[src/rtl/pipe_ctrl_pkg.sv]
// Shared pipeline-control types and default widths.
// Imported by the hazard controller and the pipeline registers.
package pipe_ctrl_pkg;

   typedef enum logic [1:0] {
      ST_INIT     = 2'd0,
      ST_RUN      = 2'd1,
      ST_MEM_WAIT = 2'd2
   } state_t;

   localparam int REG_W_DEF = 5;
   localparam int CNT_W_DEF = 16;
   localparam int REG_ZERO  = 0;

endpackage

[src/rtl/pipeline_hazard_ctrl_sat_counter.sv]
// Saturating event counter used for the stall and flush statistics.
// Holds at all-ones once reached.
module sat_counter #(
   parameter int W = 16
) (
   input  logic         clk_i,
   input  logic         rst_i,
   input  logic         inc_i,
   output logic [W-1:0] count_o
);

   logic [W-1:0] r_cnt;

   // Count one event per cycle, stopping at the top value.
   always_ff @(posedge clk_i or posedge rst_i) begin
      if (rst_i) begin
         r_cnt <= '0;
      end else if (inc_i && (r_cnt != '1)) begin
         r_cnt <= r_cnt + W'(1);
      end
   end

   assign count_o = r_cnt;

endmodule

[src/rtl/pipeline_hazard_ctrl.sv]
// Stall/flush sequencer for the 5-stage pipeline: load-use stalls,
// branch flushes and whole-pipe freeze while data memory is busy.
module pipeline_hazard_ctrl
   import pipe_ctrl_pkg::*;
#(
   parameter int REG_W   = REG_W_DEF,
   parameter int TIMEOUT = 64,
   parameter int CNT_W   = CNT_W_DEF
) (
   input  logic             clk_i,
   input  logic             rst_i,
   input  logic [REG_W-1:0] id_rs_i,
   input  logic [REG_W-1:0] id_rt_i,
   input  logic             id_uses_rt_i,
   input  logic             ex_mem_read_i,
   input  logic [REG_W-1:0] ex_rt_i,
   input  logic             branch_taken_i,
   input  logic             mem_req_i,
   input  logic             mem_ready_i,
   output logic             pc_write_o,
   output logic             hazard_IF_ID_o,
   output logic             flush_IF_ID_o,
   output logic             bubble_ID_EX_o,
   output logic             freeze_o,
   output logic             err_o,
   output logic [CNT_W-1:0] stall_cnt_o,
   output logic [CNT_W-1:0] flush_cnt_o
);

   localparam int WAIT_W = $clog2(TIMEOUT + 1);

   state_t            r_state;
   state_t            w_next;
   logic [WAIT_W-1:0] r_wait;
   logic [WAIT_W-1:0] w_wait_nxt;
   logic              r_err;
   logic              w_err_nxt;
   logic              w_load_use;
   logic              w_pc_write;
   logic              w_hazard;
   logic              w_flush;
   logic              w_bubble;
   logic              w_freeze;
   logic              w_stall_inc;
   logic              w_flush_inc;

   // Load in EX whose destination is read by the ID instruction.
   always_comb begin
      w_load_use = ex_mem_read_i
                && (ex_rt_i != REG_W'(REG_ZERO))
                && ((ex_rt_i == id_rs_i)
                 || (id_uses_rt_i && (ex_rt_i == id_rt_i)));
   end

   // State, wait counter and error flag registers.
   always_ff @(posedge clk_i or posedge rst_i) begin
      if (rst_i) begin
         r_state <= ST_INIT;
         r_wait  <= '0;
         r_err   <= 1'b0;
      end else begin
         r_state <= w_next;
         r_wait  <= w_wait_nxt;
         r_err   <= w_err_nxt;
      end
   end

   // Next-state logic and Mealy control outputs.
   always_comb begin
      w_next     = r_state;
      w_wait_nxt = r_wait;
      w_err_nxt  = r_err;
      w_pc_write = 1'b1;
      w_hazard   = 1'b0;
      w_flush    = 1'b0;
      w_bubble   = 1'b0;
      w_freeze   = 1'b0;
      unique case (r_state)
         ST_RUN: begin
            if (mem_req_i && !mem_ready_i) begin
               w_freeze   = 1'b1;
               w_pc_write = 1'b0;
               w_hazard   = 1'b1;
               w_next     = ST_MEM_WAIT;
               w_wait_nxt = WAIT_W'(1);
            end else if (w_load_use) begin
               w_pc_write = 1'b0;
               w_hazard   = 1'b1;
               w_bubble   = 1'b1;
            end else if (branch_taken_i) begin
               w_flush    = 1'b1;
            end
         end
         ST_MEM_WAIT: begin
            w_freeze   = 1'b1;
            w_pc_write = 1'b0;
            w_hazard   = 1'b1;
            if (mem_ready_i) begin
               w_next = ST_RUN;
            end else if (r_wait == WAIT_W'(TIMEOUT)) begin
               w_err_nxt = 1'b1;
               w_next    = ST_RUN;
            end else begin
               w_wait_nxt = r_wait + WAIT_W'(1);
            end
         end
         default: begin
            w_pc_write = 1'b0;
            w_hazard   = 1'b1;
            w_flush    = 1'b1;
            w_bubble   = 1'b1;
            w_next     = ST_RUN;
         end
      endcase
   end

   assign w_stall_inc = !w_pc_write && (r_state != ST_INIT);
   assign w_flush_inc = w_flush && (r_state == ST_RUN);

   sat_counter #(.W(CNT_W)) u_stall_cnt (
      .clk_i   (clk_i),
      .rst_i   (rst_i),
      .inc_i   (w_stall_inc),
      .count_o (stall_cnt_o)
   );

   sat_counter #(.W(CNT_W)) u_flush_cnt (
      .clk_i   (clk_i),
      .rst_i   (rst_i),
      .inc_i   (w_flush_inc),
      .count_o (flush_cnt_o)
   );

   assign pc_write_o     = w_pc_write;
   assign hazard_IF_ID_o = w_hazard;
   assign flush_IF_ID_o  = w_flush;
   assign bubble_ID_EX_o = w_bubble;
   assign freeze_o       = w_freeze;
   assign err_o          = r_err;

endmodule

[config.mk]
export PLATFORM = sky130hd
export DESIGN_NAME = pipeline_hazard_ctrl
export DESIGN_NICKNAME = d
export VERILOG_FILES = /design/src/rtl/pipe_ctrl_pkg.sv /design/src/rtl/pipeline_hazard_ctrl_sat_counter.sv /design/src/rtl/pipeline_hazard_ctrl.sv
export SDC_FILE = /design/constraint.sdc
export NUM_CORES = 1
export LEC_CHECK = 0
export BUFFER_PORTS_ARGS = -buffer_cell sky130_fd_sc_hd__buf_2
export CORE_MARGIN = 1.5
export CORE_UTILIZATION = 55
export CTS_BUF_LIST = sky130_fd_sc_hd__clkbuf_2 sky130_fd_sc_hd__clkbuf_4 sky130_fd_sc_hd__clkbuf_8
export DETAILED_ROUTE_END_ITERATION = 12
export PLACE_DENSITY_LB_ADDON = 0.12
export SLEW_MARGIN = 10
export SYNTH_ARGS = -nofsm -noshare
export SYNTH_HDL_FRONTEND = slang
export SYNTH_HIERARCHICAL = 1
export SYNTH_SLANG_ARGS = --single-unit
[constraint.sdc]
create_clock -name clk_i -period 6.2 [get_ports clk_i]
set_input_delay 0.31 -clock clk_i [delete_from_list [all_inputs] [get_ports clk_i]]
set_output_delay 0.31 -clock clk_i [all_outputs]
set_load 0.03 [all_outputs]
==> flow_summary.json <==
{
  "cts_sinks": 42,
  "firstDrtPassIters": 4,
  "syn_nets": 269,
  "yosysWarnings": 6,
  "cellLeakagePower_nw": 1.39,
  "crit_type": "reg2reg",
  "gp_congestion": 0.773,
  "layout.area.seq_um2": 1050,
  "synth.top_cells.by_count": "dfrtp_1 (42), xnor2_1 (32), nand2_1 (19), nand3_1 (19), nand4_1 (12)",
  "num_vias": 2036,
  "drc": 0,
  "numCtsBuffers": 5,
  "cpMostUsedCell": "nand3_1",
  "yosysSeqAreaShare_pct": 42.6,
  "cp_data_arrival_time_ps": 2640,
  "min_path_type": "in2async",
  "synth_area_um2": 2470,
  "postCtsSetupRepairBufs": 0,
  "die_area_um2": 4900,
  "synthCells": 240,
  "worstPathRequired_ps": 6390,
  "yosysMostFrequentCell": "dfrtp_1",
  "fillCellCount": 383,
  "grt_pass1_wl_um": 8780,
  "setup_violations": 0,
  "drt_wl_total_um": 5090,
  "crit_buf_inv": 1,
  "p_per_area_nw_per_um2": 354,
  "skew_ps": 6.53,
  "hold_viol": 0,
  "netlist.area_leader.share_pct": 42.6,
  "diodes": 0,
  "critical-path-slowest-cell": "dfrtp_1",
  "antenna_left": 0,
  "crit_fanout": 9,
  "drtIter0Drc": 125,
  "area_growth_pct": 17.4,
  "fin_nets": 331,
  "ir_worst_vdd_v": 0.000266,
  "multiInputGateArea_um2": 1360,
  "std_cell_rows": 24,
  "fmax_mhz": 408,
  "overflow": 0,
  "die_y_um": 70.0,
  "synth_edf_count": 0,
  "cts_tree": "done",
  "synth.area.top_cells": "dfrtp_1 (43%), xnor2_1 (11%), nand3_1 (3.9%), ha_1 (3.5%), nand4_1 (3.0%)",
  "wl_per_cell_um": 14.3,
  "fin_crit_sh_pct": 39.5,
  "rsz0062_at_grt": "no",
  "start_kind": "flop",
  "yosys.area.top_type": "dfrtp_1",
  "ys_seq_elements": 42,
  "fp.dieW_um": 70.0,
  "worst_slack_ps": 3750,
  "cp-end-kind": "flop",
  "synth_ff_type": "dfrtp_1",
  "grt_pass1_vias": 1982,
  "ctsHoldBuffers": 0,
  "clkTransAtPathRegs_ps": 80,
  "clockRootBuffer": "clkbuf_8",
  "cts.repair.resized": 0,
  "clk_latency_ps": 300,
  "viasPerCell": 5.74,
  "drv_slew": 0,
  "hold_ws_ps": 23.0,
  "fin_util_pct": 67.0,
  "max_stage_delay_ps": 410,
  "numPortBuffers": 59,
  "dp_slack_ps": 3570,
  "status": "finished, final reports clean",
  "grt_max_degree": 17,
  "htree_levels": 2,
  "cp_top_family": "simple AND/OR/NAND/NOR gates",
  "antenna_found_initial": 0,
  "power_w": 0.00103,
  "clock_path_buffers": 2,
  "slew_headroom_pct": 60.5,
  "worst_slew_pin_slew_ps": 592,
  "start_util_pct": 57.1,
  "syn_area_per_cell_um2": 10.3,
  "pin_count": 60,
  "crit_chain": "inv_1, ha_1, nand3_1, a21oi_1, and4_1, nand3_1, nor2_1, mux2_2",
  "drive_above_1_share_pct": 29.0,
  "cap_violations": 0,
  "grt_usage_pct": 22.0,
  "async_flop_share_pct": 100,
  "tns_ps": 0,
  "core_area_um2": 4320,
  "synth_cell_types": 45,
  "dpl.hpwl_um": 3790,
  "period_minus_slack_ps": 2450
}
## cells by family (layout without fill, tap and decap cells)
logic type / count (synthesis) / in the layout / share of synthesized area (%)
AND/OR/NAND/NOR: 102 / 102 / 26.3
flip-flops: 42 / 42 / 42.6
AO/OA/AOI/OAI: 37 / 37 / 10.8
XOR/XNOR: 32 / 32 / 11.4
buffers and inverters: 13 / 76 / 2.38
adder cells (fa/ha/maj): 7 / 7 / 3.55
multiplexers: 7 / 7 / 3.04
## final cells by class
type	instances	area share [%]
Inverter	9	1.17
Sequential cell	42	36.3
Multi-Input combinational cell	185	46.8
Tap cell	52	2.25
Timing Repair Buffer	59	10.2
Clock inverter	2	0.432
Clock buffer	6	2.85
## final timing paths
path,slack [ps],cells after the start,startpoint,end
max reg2reg,3750,8,r_state[1],u_flush_cnt/count_o[14]
min reg2reg,480,1,err_o,err_o
max in group asynchronous,5720,2,rst_i,u_flush_cnt/count_o[2]
min,20,2,rst_i,r_wait[1]
max,3750,8,r_state[1],u_flush_cnt/count_o[14]
min in group clk_i,360,3,mem_ready_i,err_o
## cells in the final DEF, fill, tap and decap left out, drive strengths merged, types with 2 or more instances in the layout
| master | netlist | layout |
|---|---|---|
| nand3 | 19 | 19 |
| xnor2 | 32 | 32 |
| a21oi | 7 | 7 |
| o21a | 5 | 5 |
| a22o | 3 | 3 |
| o22a | 3 | 3 |
| and4 | 8 | 8 |
| ha | 7 | 7 |
| o21ai | 6 | 6 |
| nor4 | 2 | 2 |
| and3 | 10 | 10 |
| nor2b | 2 | 2 |
| mux2i | 3 | 3 |
| nand4 | 16 | 16 |
| clkbuf | 1 | 6 |
| nand2b | 4 | 4 |
| mux2 | 4 | 4 |
| and2 | 4 | 4 |
| nor2 | 10 | 10 |
| buf | 3 | 59 |
| dfrtp | 42 | 42 |
| nand2 | 21 | 21 |
| o2bb2ai | 2 | 2 |
| nor3 | 3 | 3 |
| o211ai | 4 | 4 |
| inv | 9 | 9 |
| o22ai | 2 | 2 |
## stage by stage
step                      std cells  area [µm²]
after global placement          347        2800
after floorplan                 240        2470
after detailed placement        347        2800
after CTS                       355        2900
after global routing            355        2900
final                           355        2900
## metal layers
metal / track usage, % / part of all wire [%]
met2: 38.4 / 50
met5: 0 / 0
met4: 6.41 / 0.92
met1: 27.3 / 46
met3: 4.76 / 3.4
## state kept, by name, indices dropped and copies added, names as in the netlist
signal / cells
u_flush_cnt/count_o: 16
u_stall_cnt/count_o: 16
r_wait: 7
r_state: 2
err_o: 1
## worst register-to-register path, delay by kind of cell (launching register included)
| kind | cells | cell delay (ps) |
|---|---|---|
| flops | 1 | 410 |
| compound gates | 1 | 380 |
| mux | 1 | 340 |
| simple gates | 4 | 820 |
| buf+inv | 1 | 80 |
| fa+ha+maj | 1 | 310 |
## where the power goes
group	internal, W	switching, W	total, W
clock	0.0000895	0.0000971	0.000187
combinational	0.000158	0.000290	0.000449
sequential	0.000323	0.0000664	0.000390
Note: power is estimated with default switching activity, not from simulation.
